$ cat config.mk
export PLATFORM = sky130hd
export DESIGN_NAME = key_conditioner
export DESIGN_NICKNAME = d
export VERILOG_FILES = /design/src/rtl/key_conditioner.sv
export SDC_FILE = /design/constraint.sdc
export NUM_CORES = 1
export LEC_CHECK = 0
export ABC_AREA = 1
export CAP_MARGIN = 20
export CORE_MARGIN = 3
export CORE_UTILIZATION = 35
export DETAILED_ROUTE_END_ITERATION = 8
export SLEW_MARGIN = 20
export SYNTH_ARGS = -nofsm -noshare
export SYNTH_HDL_FRONTEND = slang
export SYNTH_SLANG_ARGS = --single-unit
$ cat constraint.sdc
create_clock -name clk -period 2 [get_ports clk]
set_input_delay 0.4 -clock clk [delete_from_list [all_inputs] [get_ports clk]]
set_output_delay 0.4 -clock clk [all_outputs]
set_load 0.1 [all_outputs]
$ cat src/rtl/key_conditioner.sv
// key_conditioner: N-channel push-button conditioner.
// Each channel passes through a two-flop synchroniser and a polarity fix. A
// debounce FSM then produces a clean level and one-cycle press/release
// strobes, plus a long-press strobe after a sustained hold.
// Optional feature macro: KEY_AUTOREPEAT_EN. When it is defined, `press`
// re-fires every REPEAT_CYCLES while the button stays held after long_press.
// dbg_state exposes every channel FSM as a 2-bit field:
// channel i occupies bits [2i+1:2i], with IDLE=0, DB_PRESS=1, HELD=2, DB_REL=3.
module key_conditioner #(
    parameter int             N             = 3,
    parameter logic [N-1:0]   ACTIVE_MASK   = {N{1'b1}},
    parameter int             DB_CYCLES     = 500000,
    parameter int             LONG_CYCLES   = 25000000,
    parameter int             REPEAT_CYCLES = 5000000
) (
    input  logic             clk,
    input  logic             clr,
    input  logic [N-1:0]     btn_in,
    output logic [N-1:0]     level,
    output logic [N-1:0]     press,
    output logic [N-1:0]     rel,
    output logic [N-1:0]     long_press,
    output logic [2*N-1:0]   dbg_state
);

    typedef enum logic [1:0] {
        IDLE     = 2'd0,
        DB_PRESS = 2'd1,
        HELD     = 2'd2,
        DB_REL   = 2'd3
    } state_e;

    localparam int HOLD_MAX = (LONG_CYCLES > REPEAT_CYCLES) ? LONG_CYCLES : REPEAT_CYCLES;
    localparam int DB_W     = $clog2(DB_CYCLES + 1);
    localparam int HW       = $clog2(HOLD_MAX + 1);

    // The debounce decision is taken on the sample that would bring the count
    // to DB_CYCLES-1. Together with the entry sample, this accepts exactly
    // DB_CYCLES agreeing samples.
    localparam logic [DB_W-1:0] DB_LAST   = DB_W'(DB_CYCLES - 2);
    localparam logic [HW-1:0]   LONG_LAST = HW'(LONG_CYCLES - 1);
`ifdef KEY_AUTOREPEAT_EN
    localparam logic [HW-1:0]   RPT_LAST  = HW'(REPEAT_CYCLES - 1);
`else
    localparam logic [HW-1:0]   HOLD_SAT  = HW'(LONG_CYCLES);
`endif

    for (genvar i = 0; i < N; i++) begin : g_ch
        // Pin level while the button is released; the synchroniser resets to it.
        localparam logic PIN_IDLE = ~ACTIVE_MASK[i];

        logic            sync1_q, sync2_q;
        logic            s;
        state_e          state_q, state_d;
        logic [DB_W-1:0] db_q, db_d;
        logic [HW-1:0]   hold_q, hold_d;
        logic            level_q, level_d;
        logic            press_q, press_d;
        logic            rel_q, rel_d;
        logic            long_q, long_d;
`ifdef KEY_AUTOREPEAT_EN
        // Set once long_press has fired; the hold counter then times repeats.
        logic            rpt_q, rpt_d;
`endif

        // Two-flop synchroniser for the asynchronous pin.
        always_ff @(posedge clk or negedge clr) begin
            if (!clr) begin
                sync1_q <= PIN_IDLE;
                sync2_q <= PIN_IDLE;
            end else begin
                sync1_q <= btn_in[i];
                sync2_q <= sync1_q;
            end
        end

        // 1 = pressed, regardless of pin polarity.
        assign s = sync2_q ^ PIN_IDLE;

        // FSM state, counters and registered outputs.
        always_ff @(posedge clk or negedge clr) begin
            if (!clr) begin
                state_q <= IDLE;
                db_q    <= '0;
                hold_q  <= '0;
                level_q <= 1'b0;
                press_q <= 1'b0;
                rel_q   <= 1'b0;
                long_q  <= 1'b0;
`ifdef KEY_AUTOREPEAT_EN
                rpt_q   <= 1'b0;
`endif
            end else begin
                state_q <= state_d;
                db_q    <= db_d;
                hold_q  <= hold_d;
                level_q <= level_d;
                press_q <= press_d;
                rel_q   <= rel_d;
                long_q  <= long_d;
`ifdef KEY_AUTOREPEAT_EN
                rpt_q   <= rpt_d;
`endif
            end
        end

        // Next-state logic: debounce in both directions, then hold timing.
        always_comb begin
            state_d = state_q;
            db_d    = db_q;
            hold_d  = hold_q;
            level_d = level_q;
            press_d = 1'b0;
            rel_d   = 1'b0;
            long_d  = 1'b0;
`ifdef KEY_AUTOREPEAT_EN
            rpt_d   = rpt_q;
`endif
            case (state_q)
                IDLE: begin
                    level_d = 1'b0;
                    if (s) begin
                        db_d    = '0;
                        state_d = DB_PRESS;
                    end
                end
                DB_PRESS: begin
                    if (!s) begin
                        state_d = IDLE;
                    end else if (db_q == DB_LAST) begin
                        state_d = HELD;
                        level_d = 1'b1;
                        press_d = 1'b1;
                        hold_d  = '0;
`ifdef KEY_AUTOREPEAT_EN
                        rpt_d   = 1'b0;
`endif
                    end else begin
                        db_d = db_q + DB_W'(1);
                    end
                end
                HELD: begin
                    if (!s) begin
                        db_d    = '0;
                        state_d = DB_REL;
                    end else begin
`ifdef KEY_AUTOREPEAT_EN
                        if (!rpt_q) begin
                            if (hold_q == LONG_LAST) begin
                                long_d = 1'b1;
                                hold_d = '0;
                                rpt_d  = 1'b1;
                            end else begin
                                hold_d = hold_q + HW'(1);
                            end
                        end else begin
                            if (hold_q == RPT_LAST) begin
                                press_d = 1'b1;
                                hold_d  = '0;
                            end else begin
                                hold_d = hold_q + HW'(1);
                            end
                        end
`else
                        if (hold_q == LONG_LAST) begin
                            long_d = 1'b1;
                        end
                        if (hold_q != HOLD_SAT) begin
                            hold_d = hold_q + HW'(1);
                        end
`endif
                    end
                end
                DB_REL: begin
                    // Hold timing is frozen here; a bounce back resumes it.
                    if (s) begin
                        state_d = HELD;
                    end else if (db_q == DB_LAST) begin
                        state_d = IDLE;
                        level_d = 1'b0;
                        rel_d   = 1'b1;
                    end else begin
                        db_d = db_q + DB_W'(1);
                    end
                end
                default: begin
                    state_d = IDLE;
                end
            endcase
        end

        assign level[i]           = level_q;
        assign press[i]           = press_q;
        assign rel[i]             = rel_q;
        assign long_press[i]      = long_q;
        assign dbg_state[2*i +: 2] = state_q;
    end

endmodule

==> run_results.csv <==
group,metric,value,unit
routing,met2_length,10900,um
min_path,hold_path.class,"reg2reg",
die,fp-row-count,61,
sta,final.min_clock_period,1870,ps
synthesis,synth-xor-area-share,3.60,%
cells_and_area,final_nets,1610,
grt,grt_usage,16.0,%
routing,vias,9427,
synthesis,syn_area,0.0102,mm2
routing,drt_wl_total,24200,um
pwr,p_total,7.00,mW
synthesis,synth-compound-area-share,4.72,%
cells_and_area,utilization,41.1,%
cells_and_area,final_common_cell,"nand2_1",
synthesis,ys_types,35,
synthesis,synth-simple-area-share,43.4,%
sta,drv_slew,0,
die,start_util,36.1,%
clock_tree,cts-buffers-inserted,17,
synthesis,ys_warn_count,0,
cells_and_area,regArea,0.00391,mm2
clock_tree,clock_sinks,156,
sta,finalSetupViolCount,0,
routing,m1WireLength,12100,um
sta,slew_headroom,65.4,%
die,fp.dieArea,0.0313,mm2
routing,ant_nets,0,
grt,antenna_found_initial,0,
synthesis,ys_seq_elements,156,
placement,routabilityCongestion,0.902,
synthesis,synth_area_per_cell,6.55,um2
die,core,0.0282,mm2
cells_and_area,area_delta_synth_final,13.8,%
cells_and_area,fillers,2953,
clock_tree,cts_max_level,4,
synthesis,yosys.area_share.adder,1.47,%
synthesis,synth_top_family_by_area,"simple AND/OR/NAND/NOR gates",
synthesis,syn_nets,1576,
pwr,leakagePower,5.05,nW
routing,wl_met3,865,um
cells_and_area,multi_input_area,0.00549,mm2
clock_tree,clkTransAtPathRegs,70,ps
critical_path,critPathMaxFanout,12,
clock_tree,cts_root_buffer,"clkbuf_16",
cells_and_area,diodes,0,
critical_path,end_kind,"flop",
critical_path,crit_type,"reg2reg",
placement,place_hpwl,17300,um
clock_tree,insertion_delay,440,ps
cells_and_area,final_cell_mix,"nand2_1 (563), nor2_1 (232), inv_1 (150)",
clock_tree,clock_path_buffers,2,
clock_tree,cts_tree,"done",
pwr,power_density,602,mW/mm2
critical_path,worstSetupStartpointType,"flop",
routing,routed_via_density,4.75,
pwr,ir_drop,0.488,mV
placement,port_buffers,22,
grt,first_global_vias,8758,
grt,grt_max_degree,57,
synthesis,ys_seq_area_share,38.2,%
run,maxCapViolCount,0,
routing,drtIter0Drc,700,
routing,drc,0,
sta,hold_viol_final,0,
sta,tightestPinTransition,516,ps
grt,grt_pass1_wl,41900,um
die,io-pin-count,23,
routing,top_layer,"met4",
status,outcome,"finished clean",
grt,gr-total-overflow,0,
die,die_w,177,um
die,die_h,177,um
sta,post-route-period-util,93.5,%
sta,finClkSkew,14.5,ps
synthesis,syn_inst,1559,
critical_path,arrival,2190,ps
synthesis,synth_mux_area_share,0,%
routing,post_drt_wl_per_cell,12.2,um
routing,dr.pass1.iters,7,
cells_and_area,layout-drive-gt1-share,8.16,%
sta,timing.fmax,535,MHz
critical_path,worstPathRequired,2320,ps
metal layers:
metal / up-vias / GRT usage, %
met3: 32 / 2.79
li1: 5005 / -
met4: 0 / 4.68
met2: 175 / 25.4
met5: - / 0
met1: 4215 / 22.5
final cells by class:
type | count | area share [%]
flip-flops and latches | 156 | 33.7
well taps | 378 | 4.07
clock inverters | 14 | 1.38
inverters | 157 | 5.07
repair buffers | 57 | 4.78
clock buffers | 18 | 3.78
multi-input cells | 1204 | 47.2
critical path, cell delays in order, from the launching register on:
cell	delay, ps
dfrtp_1	410
inv_1	110
ha_1	180
inv_1	40
nor2_1	100
nand2_1	70
nor2_2	110
nand2_2	100
a21boi_4	190
buf_4	170
nand2_4	120
nand2_1	90
nand2_1	50
sequential cells by signal, summed over array words and instances, names as in the netlist, named ones only:
signal and flops:
g_ch.hold_q 75, g_ch.long_q 3, g_ch.db_q 57, g_ch.sync1_q 3, g_ch.press_q 3, g_ch.state_q 3, g_ch.rel_q 3, g_ch.s 3
g_ch.level_q 3
power by group:
part,internal (mW),leakage (nW),switching [mW]
Sequential,3.20,2.14,0.0556
Combinational,0.130,2.62,0.299
Clock,1.90,0.292,1.42
Total,5.22,5.05,1.77
cells by family after synthesis:
| logic type | Yosys count |
|---|---|
| flops | 156 |
| xor+xnor | 42 |
| compound gates | 91 |
| simple gates | 1057 |
| fa+ha+maj | 12 |
| buf+inv | 201 |
final timing paths:
kind | from | slack [ps] | to | cells past startpoint
worst max-delay path | g_ch[1].db_q[0] | 130 | g_ch[1].hold_q[4] | 12
worst min-delay path | g_ch[1].sync1_q | 350 | g_ch[1].s | 0
worst max register to register | g_ch[1].db_q[0] | 130 | g_ch[1].hold_q[4] | 12
worst min register to register | g_ch[1].sync1_q | 350 | g_ch[1].s | 0
max in group asynchronous | clr | 1000 | g_ch[2].state_q[0] | 3
min in group asynchronous | clr | 380 | g_ch[1].db_q[8] | 2
per-stage QoR:
| stage | instance area, um2 | setup TNS (ps) | worst slack, ps | cells | hold slack [ps] |
|---|---|---|---|---|---|
| finish | 11600 | 0 | 130 | 1984 | 351 |
| global route | 11600 | -73.8 | -11.3 | 1984 | 370 |
| CTS | 11500 | 0 | 25.9 | 1979 | 354 |
| detailed placement | 10900 | 0 | 51.0 | 1946 | 270 |
| global placement | 10900 | 0 | 131 | 1946 | 269 |
| floorplan | 10200 | 0 | 93.8 | 1559 | 104 |
synthesized netlist by cell type, drive strengths merged:
| master | n | area [um2] |
|---|---|---|
| nand2 | 571 | 2160 |
| nor2 | 243 | 953 |
| dfrtp | 156 | 3900 |
| inv | 156 | 586 |
| nand3 | 149 | 756 |
| o21ai | 79 | 395 |
| nand4 | 42 | 263 |
| buf | 38 | 259 |
| xor2 | 31 | 272 |
| nor3 | 29 | 145 |
| ha | 12 | 150 |
| xnor2 | 11 | 96.3 |
| clkbuf | 6 | 22.5 |
| nand3b | 6 | 45.0 |
| nor4 | 6 | 37.5 |
| a21oi | 5 | 25.0 |
| or2 | 5 | 31.3 |
| nor3b | 4 | 30.0 |
| o21bai | 4 | 33.8 |
| and2 | 2 | 12.5 |
| a21boi | 1 | 11.3 |
| a31o | 1 | 8.76 |
| clkinv | 1 | 3.75 |
| o21a | 1 | 7.51 |
timing repair:
| item | CTS | global route |
|---|---|---|
| hold buffers | 1 | 0 |
| buffers inserted | 0 | 2 |
| endpoints found under the setup margin | 0 | 40 |
| endpoints found under the hold margin | 19 | 0 |
| resized for setup | 0 | 12 |
No activity file was read; power rests on OpenSTA's default activity.
